`src/rtl/gb_int_pkg.sv`:
```
// gb_int_pkg: definitions shared by the interrupt controller and the PC block.
//   - IRQ bit indices (bit position in IF/IE)
//   - Vector index encodings and a helper that maps an index to its address
//   - IF/IE register select codes
//   - Dispatch FSM state encoding
package gb_int_pkg;

  // IRQ bit positions in IF and IE
  localparam int IRQ_VBLANK = 0;
  localparam int IRQ_STAT   = 1;
  localparam int IRQ_TIMER  = 2;
  localparam int IRQ_SERIAL = 3;
  localparam int IRQ_JOYPAD = 4;

  // Vector indices presented on int_vec
  localparam logic [2:0] VEC_VBLANK = 3'd0;
  localparam logic [2:0] VEC_STAT   = 3'd1;
  localparam logic [2:0] VEC_TIMER  = 3'd2;
  localparam logic [2:0] VEC_SERIAL = 3'd3;
  localparam logic [2:0] VEC_JOYPAD = 3'd4;

  // Register select codes on reg_sel
  localparam logic REG_SEL_IF = 1'b0;  // FF0F
  localparam logic REG_SEL_IE = 1'b1;  // FFFF

  typedef enum logic {
    ST_IDLE     = 1'b0,
    ST_DISPATCH = 1'b1
  } int_state_e;

  // Vector index 0..4 -> 0x40, 0x48, 0x50, 0x58, 0x60
  function automatic logic [7:0] vec_to_addr(input logic [2:0] vec);
    return 8'h40 + {2'b00, vec, 3'b000};
  endfunction

endpackage

```
`src/rtl/int_prio_enc.sv`:
```
// int_prio_enc: lowest-set-bit priority encoder.
// Ports:
//   mask  [WIDTH-1:0] in  - pending request mask
//   index [2:0]       out - index of the lowest set bit (0 when none set)
//   valid             out - high when any mask bit is set
module int_prio_enc #(
  parameter int WIDTH = 5
) (
  input  logic [WIDTH-1:0] mask,
  output logic [2:0]       index,
  output logic             valid
);

  // Scan from the top down so the lowest set bit is the last assignment.
  always_comb begin
    index = '0;
    valid = 1'b0;
    for (int i = WIDTH - 1; i >= 0; i--) begin
      if (mask[i]) begin
        index = 3'(i);
        valid = 1'b1;
      end
    end
  end

endmodule

```
`src/rtl/interrupt_ctrl.sv`:
```
// interrupt_ctrl: IF/IE registers, IME, and the two-state dispatch sequencer.
// Ports:
//   clock, reset          - system clock, synchronous active-high reset
//   irq_in[NUM_IRQ-1:0]   - one-cycle request pulses (bit 0 VBlank .. bit 4 Joypad)
//   reg_wr, reg_sel       - register write strobe; select 0 = IF, 1 = IE
//   wr_data[7:0]          - register write data
//   rd_data[7:0]          - combinational read of the selected register
//   instr_boundary        - CPU is about to fetch an opcode
//   ei, di, reti          - instruction strobes
//   int_ack               - CPU has loaded PC from int_vec
//   int_pending           - (IF & IE) nonzero regardless of IME (HALT wake)
//   int_take, int_vec     - dispatch request and its vector index
//   fsm_state             - current dispatch state (observability)
// Build option: INT_CTRL_EI_DELAY_EN -- ei arms an EI-pending flag which sets
//   IME at the next instr_boundary, so the instruction after EI runs before
//   any dispatch. Without it, ei sets IME the next cycle.
//
// Handshake: int_take rises the cycle after an accepted dispatch and holds,
// with int_vec frozen, until int_ack is sampled high; int_take drops the
// following cycle. int_ack outside a dispatch is ignored.
module interrupt_ctrl
  import gb_int_pkg::*;
#(
  parameter int   NUM_IRQ      = 5,
  parameter logic IF_UNUSED_RD = 1'b1
) (
  input  logic               clock,
  input  logic               reset,
  input  logic [NUM_IRQ-1:0] irq_in,
  input  logic               reg_wr,
  input  logic               reg_sel,
  input  logic [7:0]         wr_data,
  output logic [7:0]         rd_data,
  input  logic               instr_boundary,
  input  logic               ei,
  input  logic               di,
  input  logic               reti,
  input  logic               int_ack,
  output logic               int_pending,
  output logic               int_take,
  output logic [2:0]         int_vec,
  output int_state_e         fsm_state
);

  int_state_e         state_q, state_d;
  logic [NUM_IRQ-1:0] if_q, if_d;
  logic [7:0]         ie_q, ie_d;
  logic [2:0]         vec_q, vec_d;
  logic               ime_q, ime_d;
`ifdef INT_CTRL_EI_DELAY_EN
  logic               ei_pend_q, ei_pend_d;
`endif

  logic [NUM_IRQ-1:0] pend_mask;
  logic [2:0]         prio_idx;
  logic               prio_valid;

  assign pend_mask = if_q & ie_q[NUM_IRQ-1:0];

  int_prio_enc #(.WIDTH(NUM_IRQ)) u_prio (
    .mask  (pend_mask),
    .index (prio_idx),
    .valid (prio_valid)
  );

  always_comb begin
    state_d = state_q;
    if_d    = if_q;
    ie_d    = ie_q;
    vec_d   = vec_q;
    ime_d   = ime_q;
`ifdef INT_CTRL_EI_DELAY_EN
    ei_pend_d = ei_pend_q;
`endif

    // A request pulse is OR-ed after the write so it is never lost.
    if (reg_wr && reg_sel == REG_SEL_IF) if_d = wr_data[NUM_IRQ-1:0];
    if_d = if_d | irq_in;
    if (reg_wr && reg_sel == REG_SEL_IE) ie_d = wr_data;

    // IME updates, lowest to highest precedence: EI, RETI, DI, dispatch.
`ifdef INT_CTRL_EI_DELAY_EN
    if (instr_boundary && ei_pend_q) begin
      ime_d     = 1'b1;
      ei_pend_d = 1'b0;
    end
    if (ei) ei_pend_d = 1'b1;
    if (reti) begin
      ime_d     = 1'b1;
      ei_pend_d = 1'b0;
    end
    if (di) begin
      ime_d     = 1'b0;
      ei_pend_d = 1'b0;
    end
`else
    if (ei || reti) ime_d = 1'b1;
    if (di) ime_d = 1'b0;
`endif

    // Dispatch decisions use the registered IME, so a boundary that sets
    // IME never dispatches in the same cycle.
    case (state_q)
      ST_IDLE: begin
        if (instr_boundary && ime_q && prio_valid) begin
          state_d = ST_DISPATCH;
          vec_d   = prio_idx;
          ime_d   = 1'b0;
        end
      end
      ST_DISPATCH: begin
        if (int_ack) begin
          // Acknowledge clear beats a same-cycle request on that bit.
          if_d    = if_d & ~(NUM_IRQ'(1) << vec_q);
          state_d = ST_IDLE;
        end
      end
      default: state_d = ST_IDLE;
    endcase
  end

  always_ff @(posedge clock) begin
    if (reset) begin
      state_q <= ST_IDLE;
      if_q    <= '0;
      ie_q    <= '0;
      vec_q   <= '0;
      ime_q   <= 1'b0;
`ifdef INT_CTRL_EI_DELAY_EN
      ei_pend_q <= 1'b0;
`endif
    end else begin
      state_q <= state_d;
      if_q    <= if_d;
      ie_q    <= ie_d;
      vec_q   <= vec_d;
      ime_q   <= ime_d;
`ifdef INT_CTRL_EI_DELAY_EN
      ei_pend_q <= ei_pend_d;
`endif
    end
  end

  assign rd_data     = (reg_sel == REG_SEL_IF) ? {{(8 - NUM_IRQ){IF_UNUSED_RD}}, if_q} : ie_q;
  assign int_pending = prio_valid;
  assign int_take    = (state_q == ST_DISPATCH);
  assign int_vec     = vec_q;
  assign fsm_state   = state_q;

endmodule
```
`config.mk`:
```
export PLATFORM = sky130hd
export DESIGN_NAME = interrupt_ctrl
export DESIGN_NICKNAME = d
export VERILOG_FILES = /design/src/rtl/gb_int_pkg.sv /design/src/rtl/int_prio_enc.sv /design/src/rtl/interrupt_ctrl.sv
export SDC_FILE = /design/constraint.sdc
export NUM_CORES = 1
export LEC_CHECK = 0
export BUFFER_PORTS_ARGS = -buffer_cell sky130_fd_sc_hd__clkbuf_2
export CORE_UTILIZATION = 45
export CTS_CLUSTER_DIAMETER = 120
export DETAILED_ROUTE_END_ITERATION = 6
export PLACE_DENSITY = 0.75
export SLEW_MARGIN = 20
export SYNTH_ARGS = -nofsm -noshare
export SYNTH_HDL_FRONTEND = slang
export SYNTH_SLANG_ARGS = --single-unit
```
`constraint.sdc`:
```
create_clock -name clock -period 1.7 [get_ports clock]
set_clock_uncertainty 0.15 [all_clocks]
set_input_delay 0.085 -clock clock [delete_from_list [all_inputs] [get_ports clock]]
set_output_delay 0.085 -clock clock [all_outputs]
set_load 0.05 [all_outputs]
```
After elaboration in Yosys (flattened, before gate mapping) --
Index checks and enable logic that the tools add are counted.
Cells by class: add/subtract/negate cells 0, multiply operators 0, divide/modulo/power cells 0, magnitude comparators 0, equality and inequality tests 0, shift-type cells 1, mux-type cells 21, bitwise logic cells 6, reduce and logical (&&, ||, !) cells 6
Operators by type and width (number):
- $mux 3 | 5
- $mux 5 | 3
- $mux 1 | 11
- $and 5x5->5 | 2
- $mux 8 | 1
- $not 5->5 | 1
- $or 5x5->5 | 1
- $shl 1x3->5 const A | 1
- $logic_and 1x1->1 | 4
- $not 1->1 | 2
- $pmux 1 s2 | 1
- $reduce_and 2->1 | 1
- $logic_or 1x1->1 | 1
Storage, ports and cells: bits in registers 18, latch bits 0, memory bits (writable) 0, bits in read-only memories 0, bits of input ports 22, word-level logic and storage cells 39, memories kept 0

Depth between registers and ports, before layout --
Gate-level depths: netlist of the first run.
depth in word-level cells 9, gate-level depth with buffers 6

Modules after synthesis --
Synthesis of the first run repeated with hierarchy kept, for this count alone.
Unflattened totals: cell total of the unflattened synthesis 104, area, all modules 914.6 um^2
Modules (own cells, without submodules):
- interrupt_ctrl | instances 1, cells an instance 96, area each 865.8 um^2, sequential area each 360.3 um^2
- int_prio_enc | instances 1, cells an instance 8, area each 48.8 um^2, sequential area each 0.0 um^2

Worst setup path before layout of the first run --
OpenSTA, ideal clock, no wires.
path type register to register, start point register state_q (netlist: fsm_state), end point register if_q[1], setup time 0.128 ns, arrival 1.283 ns, setup slack 0.139 ns, stages on the path, launching flop included 5, path buffers 0, cells stage by stage dfxtp_1 > and3b_1 > nand2_1 > o22ai_1 > nor2_1
On the way: word-level cells in the longest chain between the ends 1
RTL lines:
- start, declared | RTL line interrupt_ctrl.sv:45 | int_state_e state_q, state_d;
- start signal, assigned | RTL line interrupt_ctrl.sv:133 | state_q <= state_d;
- $mux 5 | RTL line interrupt_ctrl.sv:103 | case (state_q)
- end signal, assigned | RTL line interrupt_ctrl.sv:134 | if_q <= if_d;
- end, declared | RTL line interrupt_ctrl.sv:46 | logic [NUM_IRQ-1:0] if_q, if_d;
Every way passes these cells. A chain may end at the register's enable or synchronous reset.

Final worst setup path of the first run --
start point input wr_data[4], end point register if_q[4]
On the way: word-level cells in the longest chain between the ends 5
RTL lines:
- start, declared | RTL line interrupt_ctrl.sv:32 | input logic [7:0] wr_data,
- $mux 5 * | RTL line interrupt_ctrl.sv:77 | if (reg_wr && reg_sel == REG_SEL_IF) if_d = wr_data[NUM_IRQ-1:0];
- $or 5x5->5 * | RTL line interrupt_ctrl.sv:78 | if_d = if_d | irq_in;
- $and 5x5->5 | RTL line interrupt_ctrl.sv:114 | if_d = if_d & ~(NUM_IRQ'(1) << vec_q);
- $mux 5 | RTL line interrupt_ctrl.sv:112 | if (int_ack) begin
- $mux 5 * | RTL line interrupt_ctrl.sv:103
Mark *: on every way between the ends. The rest lies on a longest branch, timed or not.

==> flow_summary.toml, run 1 <==
[status]
status = "finished, final reports clean"

[logic_synthesis]
synth_simple_gate_area_share_pct = 21.5
async_reset_ff_share_pct = 0
synthAdderAreaFrac_pct = 0
ys_warn_count = 0
syn_area_um2 = 908
yosysUniqueCellTypes = 31
synthXorXnorAreaFrac_pct = 0
ys_ff_latch = 18
synthCells = 101
seq_area_frac_synth_pct = 39.7
syn_area_per_cell_um2 = 8.99
synth_top_flop_cell = "dfxtp_1"
synth_compound_area_share_pct = 19.8
synth_edf_count = 0
yosys-mux-area-fraction_pct = 12.7
synth_nets = 123
synth_top_family_by_area = "simple AND/OR/NAND/NOR gates"

[grt]
grt_pass1_vias = 865
grtUsageTotal_pct = 25.1
antenna_found_initial = 0
grt_pass1_wl_mm = 3.73
grt_max_degree = 20
grt_overflow = 0

[clock_tree]
cts_sinks = 18
h-tree-depth = 1
cts_tree = "yes"
cts_buffer_depth = 2
clk-insertion-delay-late_ns = 0.30
cts_buffers = 3
cts.clk_slew.worst_paths_ns = 0.11
cts-root-buf = "clkbuf_4"

[setup_path]
cp-end-kind = "flip-flop"
rr_startpoint = "int_vec[0]"
crit_type = "primary input to flip-flop"
r2r_cells = 4
r2r-end = "if_q[4]"
crit_fanout = 2
critPathArrivalTime_ns = 1.70
critPathLaunchType = "primary input"
rrSetupSlack_ns = 0.07
crit_required_ns = 1.75

[power]
power.share.combinational_pct = 24.2
ir_drop_mv = 0.559
leakage_nw = 0.574
p_clk_share_pct = 28.3
power.share.switching_pct = 30.8
power.switching_uw = 300
p_int_uw = 672
power_density_nw_per_um2 = 751
seqPwrFrac_pct = 47.5

[hold_path]
min_to = "ie_q[4]"
hold_start = "reg_sel"
whs_path_depth = 3
hold_class = "primary input to flip-flop"

[drt]
vias_per_cell = 5.33
ant_nets = 0
drc = 0
drt_first_iter_violations = 20
vias = 944
routedWlPerCell_um = 13.6
dr.pass1.iters = 4
wirelength_mm = 2.40

[floorplanning]
io_pins = 36
core_um2 = 1800
die_x_um = 46.9
row_count = 15
chipHeight_um = 46.9
start_util_pct = 50.4
die_area_um2 = 2200

[timing]
fin_setup_tns_ns = 0
rsz0062_at_grt = "false"
slew_viol_final = 0
fmax_ghz = 0.603
min_period_ns = 1.66
period_share_pct = 97.5
slew_headroom_pct = 73.9
worst_slew_pin_slew_ns = 0.391
hold_viol = 0
setup_viol = 0

[place]
place_inst = 155
gp_routability_congestion = 0.779
dp_hpwl_mm = 1.56
port_buffers = 35

[cells_and_area]
final_cell_mix = "clkbuf_2 (35), dlygate4sd3_1 (18), dfxtp_1 (17)"
layout-area-overhead-vs-synth_pct = 42.4
drive_above_1_share_pct = 34.2
final_nets = 175
final_common_cell = "clkbuf_2"
fillers = 159
stdcell_count = 177
diodes = 0

[flow_run]
maxCapViolCount = 0
==> critical path: stages <==
cell and delay, ns:
dlygate4sd3_1 0.53, clkbuf_2 0.11, mux2_2 0.25, o21a_1 0.17
dlygate4sd3_1 0.55
==> cell type report <==
cell class / instances / area, um^2 / share of cell area, %
Multi-Input combinational cell: 73 / 490 / 37.9
Inverter: 3 / 11.3 / 0.870
Tap cell: 25 / 31.3 / 2.42
Clock buffer: 4 / 36.3 / 2.80
Timing Repair Buffer: 54 / 363 / 28.0
Sequential cell: 18 / 362 / 27.9
==> state kept, by name, indices dropped and copies added, names as in the netlist <==
| signal | flops |
|---|---|
| fsm_state | 1 |
| ie_q | 8 |
| if_q | 5 |
| ime_q | 1 |
| int_vec | 3 |
==> repair_timing <==
item | CTS | global route
endpoints found under the setup margin | 0 | 1
hold endpoints to repair | 15 | 0
setup buffers | 0 | 0
hold buffers | 18 | 0
gates resized for setup | 0 | 1
==> per-layer routing <==
metal,global-route usage [%],vias up,part of all wire [%]
li1,-,467,-
met1,29.9,441,45
met2,43.1,34,51
met3,5.00,2,3.4
met4,12.6,0,0.50
met5,0,-,0
==> metrics by stage <==
| step | hold WS, ns | util [%] | instance area [um^2] | total power, mW | setup WS (ns) |
|---|---|---|---|---|---|
| 4_1_cts | 0.0119 | 71.7 | 1290 | 0.967 | 0.0641 |
| 6_report | 0.0131 | 71.8 | 1290 | 0.972 | 0.0424 |
| 2_1_floorplan | 0.0135 | - | 908 | 0.617 | 0.139 |
| 5_1_grt | 0.0172 | 71.8 | 1290 | 1.02 | 0.00741 |
| 3_3_place_gp | 0.104 | 59.7 | 1080 | 0.666 | 0.359 |
| 3_5_place_dp | 0.108 | 59.7 | 1080 | 0.670 | 0.288 |
==> how the worst max path moves through the flow <==
stage,from,endpoint,slack (ns),cells past startpoint
5_1_grt,int_vec[0],if_q[4],0.007,4
2_1_floorplan,fsm_state,if_q[1],0.14,4
3_3_place_gp,if_q[3],int_vec[2],0.36,4
4_1_cts,wr_data[4],if_q[4],0.06,5
6_report,wr_data[4],if_q[4],0.04,5
3_5_place_dp,if_q[3],int_vec[2],0.29,4
==> power groups by stage <==
stage	clock [mW]	sequential [mW]	combinational, mW
final	0.275	0.461	0.235
after global routing	0.304	0.464	0.252
after CTS	0.274	0.461	0.232
after detailed placement	0	0.471	0.199
after global placement	0	0.469	0.197
after floorplan	0	0.469	0.148
==> cells by family (layout without fill, tap and decap cells) <==
group	count (synthesis)	in the layout
AND/OR/NAND/NOR	40	40
AO/OA/AOI/OAI	23	23
flip-flops	18	18
multiplexers	10	10
buffers and inverters	10	61
==> cell usage after synthesis (2+ instances only) <==
cell type,number,share of area (%)
nand3_1,10,5.5
mux2_2,6,7.4
a22oi_2,2,2.8
nand2b_1,4,2.8
a21oi_1,11,6.1
inv_1,3,1.2
buf_6,2,2.5
a311oi_1,2,1.9
clkbuf_1,2,0.83
nand2_1,14,5.8
nor2_1,7,2.9
dfxtp_1,18,40
mux2_1,2,2.5
(Power assumes the default switching activity.)
==> run 2, diff against run 1 <==
==> constraint.sdc (replaced) <==
create_clock -name clock -period 1.7 [get_ports clock]
set_clock_uncertainty 0.15 [all_clocks]
set_input_delay 0.085 -clock clock [delete_from_list [all_inputs] [get_ports clock]]
set_output_delay 0.085 -clock clock [all_outputs]
set_load 0.005 [all_outputs]
==> run 2 against run 1 <==
Cell area down 0.97%. Highest routed layer unchanged. Flip-flop and latch count unchanged. Global-route usage decreased by 1.3 points. Critical endpoint unchanged. Sequential power about the same. Sequential share of layout area is 0.37 points higher. Setup slack worse by 0.032 ns. Critical path depth unchanged. Fmax shrank 1.9%.
==> flow_summary.toml, run 2 (synthesis gave the netlist of run 1 again) <==
[grt]
grt_overflow = 0
antenna_found_initial = 0
busiest_layer = "met2"
use_met3_pct = 5.77
grt_pass1_wl_mm = 3.70
grt_pass1_vias = 924
grt_max_degree = 20
grtUsageTotal_pct = 23.9
use_met2_pct = 42.5
grt_use_met1_pct = 26.8

[place]
gp_routability_congestion = 0.799
pre_cts_ws_ns = 0.219
placed_cell_area_um2 = 1080
port_buffers = 35
dp_hpwl_mm = 1.60
place_inst = 155

[floorplanning]
chipHeight_um = 46.9
core_um2 = 1800
die_x_um = 46.9
die_area_um2 = 2200
io_pins = 36
start_util_pct = 50.4
row_count = 15

[hold_path]
whs_path_depth = 3
hold_class = "primary input to flip-flop"
min_to = "ie_q[1]"
hold_start = "reg_wr"

[timing]
fin_setup_tns_ns = 0
hold_viol = 0
rsz0062_at_grt = "false"
fmax_ghz = 0.592
min_period_ns = 1.69
slew_viol_final = 0
worst_slew_pin_slew_ns = 0.383
finalWorstSetupSlack_ns = 0.0102
setup_viol = 0
period_share_pct = 99.4
slew_headroom_pct = 74.4
hold_ws_ns = 0.0615

[setup_path]
cp-end-kind = "flip-flop"
r2r-end = "if_q[4]"
rrSetupSlack_ns = 0.06
crit_fanout = 2
critPathLaunchType = "primary input"
crit_required_ns = 1.72
startpoint = "wr_data[4]"
r2r_cells = 4
rr_startpoint = "int_vec[0]"
crit_type = "primary input to flip-flop"
critPathArrivalTime_ns = 1.71

[clock_tree]
cts_tree = "yes"
cts_sinks = 18
cts_setup_buffers = 0
cts-root-buf = "clkbuf_4"
clk-insertion-delay-late_ns = 0.28
cts.clk_slew.worst_paths_ns = 0.09
cts_buffer_depth = 2
cts_buffers = 3
h-tree-depth = 1

[drt]
vias_per_cell = 5.43
ant_nets = 0
drc = 0
vias = 955
drt_first_iter_violations = 24
routedWlPerCell_um = 13.5
wirelength_mm = 2.38
dr.pass1.iters = 4

[status]
status = "finished, final reports clean"

[cells_and_area]
layout-area-overhead-vs-synth_pct = 41.0
final_nets = 175
design_area_um2 = 1280
final_common_cell = "clkbuf_2"
top_register = "ie_q"
largest_register_ffs = 8
drive_above_1_share_pct = 34.4
diodes = 0
stdcell_count = 176
final_cell_mix = "clkbuf_2 (35), dlygate4sd3_1 (18), dfxtp_1 (16)"

[power]
leakage_nw = 0.567
ir_drop_mv = 0.412
power_density_nw_per_um2 = 654

[flow_run]
maxCapViolCount = 0
[run 2: cell types whose count changed in the layout (fill, tap and decap cells not counted)]
cell	before	now
clkbuf_8	1	0
dfxtp_1	17	16
dfxtp_2	1	2
[run 2: worst max path at each step]
| stage | to | slack, ns | depth (start not counted) |
|---|---|---|---|
| finish | if_q[4] | 0.01 | 5 |
| global route | if_q[4] | 0.02 | 5 |
| CTS | if_q[4] | 0.06 | 4 |
| detailed placement | int_vec[2] | 0.22 | 4 |
| global placement | int_vec[2] | 0.36 | 4 |
| floorplan | int_vec[2] | 0.42 | 4 |
[run 2: timing repair]
item | in CTS | in global routing
setup endpoints to repair | 0 | 1
resized for setup | 0 | 2
hold buffers | 18 | 0
hold endpoints to repair | 15 | 0
[run 2: power by group]
part / total (mW) / switching [mW] / internal (mW)
logic: 0.172 / 0.0727 / 0.0992
registers: 0.462 / 0.0204 / 0.442
clock network: 0.204 / 0.122 / 0.0822
total: 0.838 / 0.215 / 0.623
[run 2: final cells by class]
type	instances	area, um^2
Clock buffer	3	22.5
Fill cell	149	520
Inverter	3	11.3
Multi-Input combinational cell	73	490
Sequential cell	18	363
Tap cell	25	31.3
Timing Repair Buffer	54	363
[run 2: per-layer routing]
metal / vias to the layer above / share of wire, %
met5: - / 0
met1: 449 / 42
met3: 2 / 5.4
met2: 42 / 52
met4: 0 / 0.63
li1: 462 / -
[run 2: worst max-delay path, cell delays in order]
cell	delay, ns
dlygate4sd3_1	0.54
clkbuf_2	0.11
mux2_2	0.25
o21a_1	0.16
dlygate4sd3_1	0.56
[run 2: metrics by stage]
step	util, %	power [mW]
after global placement	59.7	0.603
after detailed placement	59.7	0.608
after global routing	71.1	0.880
final	71.1	0.838
after floorplan	-	0.554
after CTS	71.0	0.841
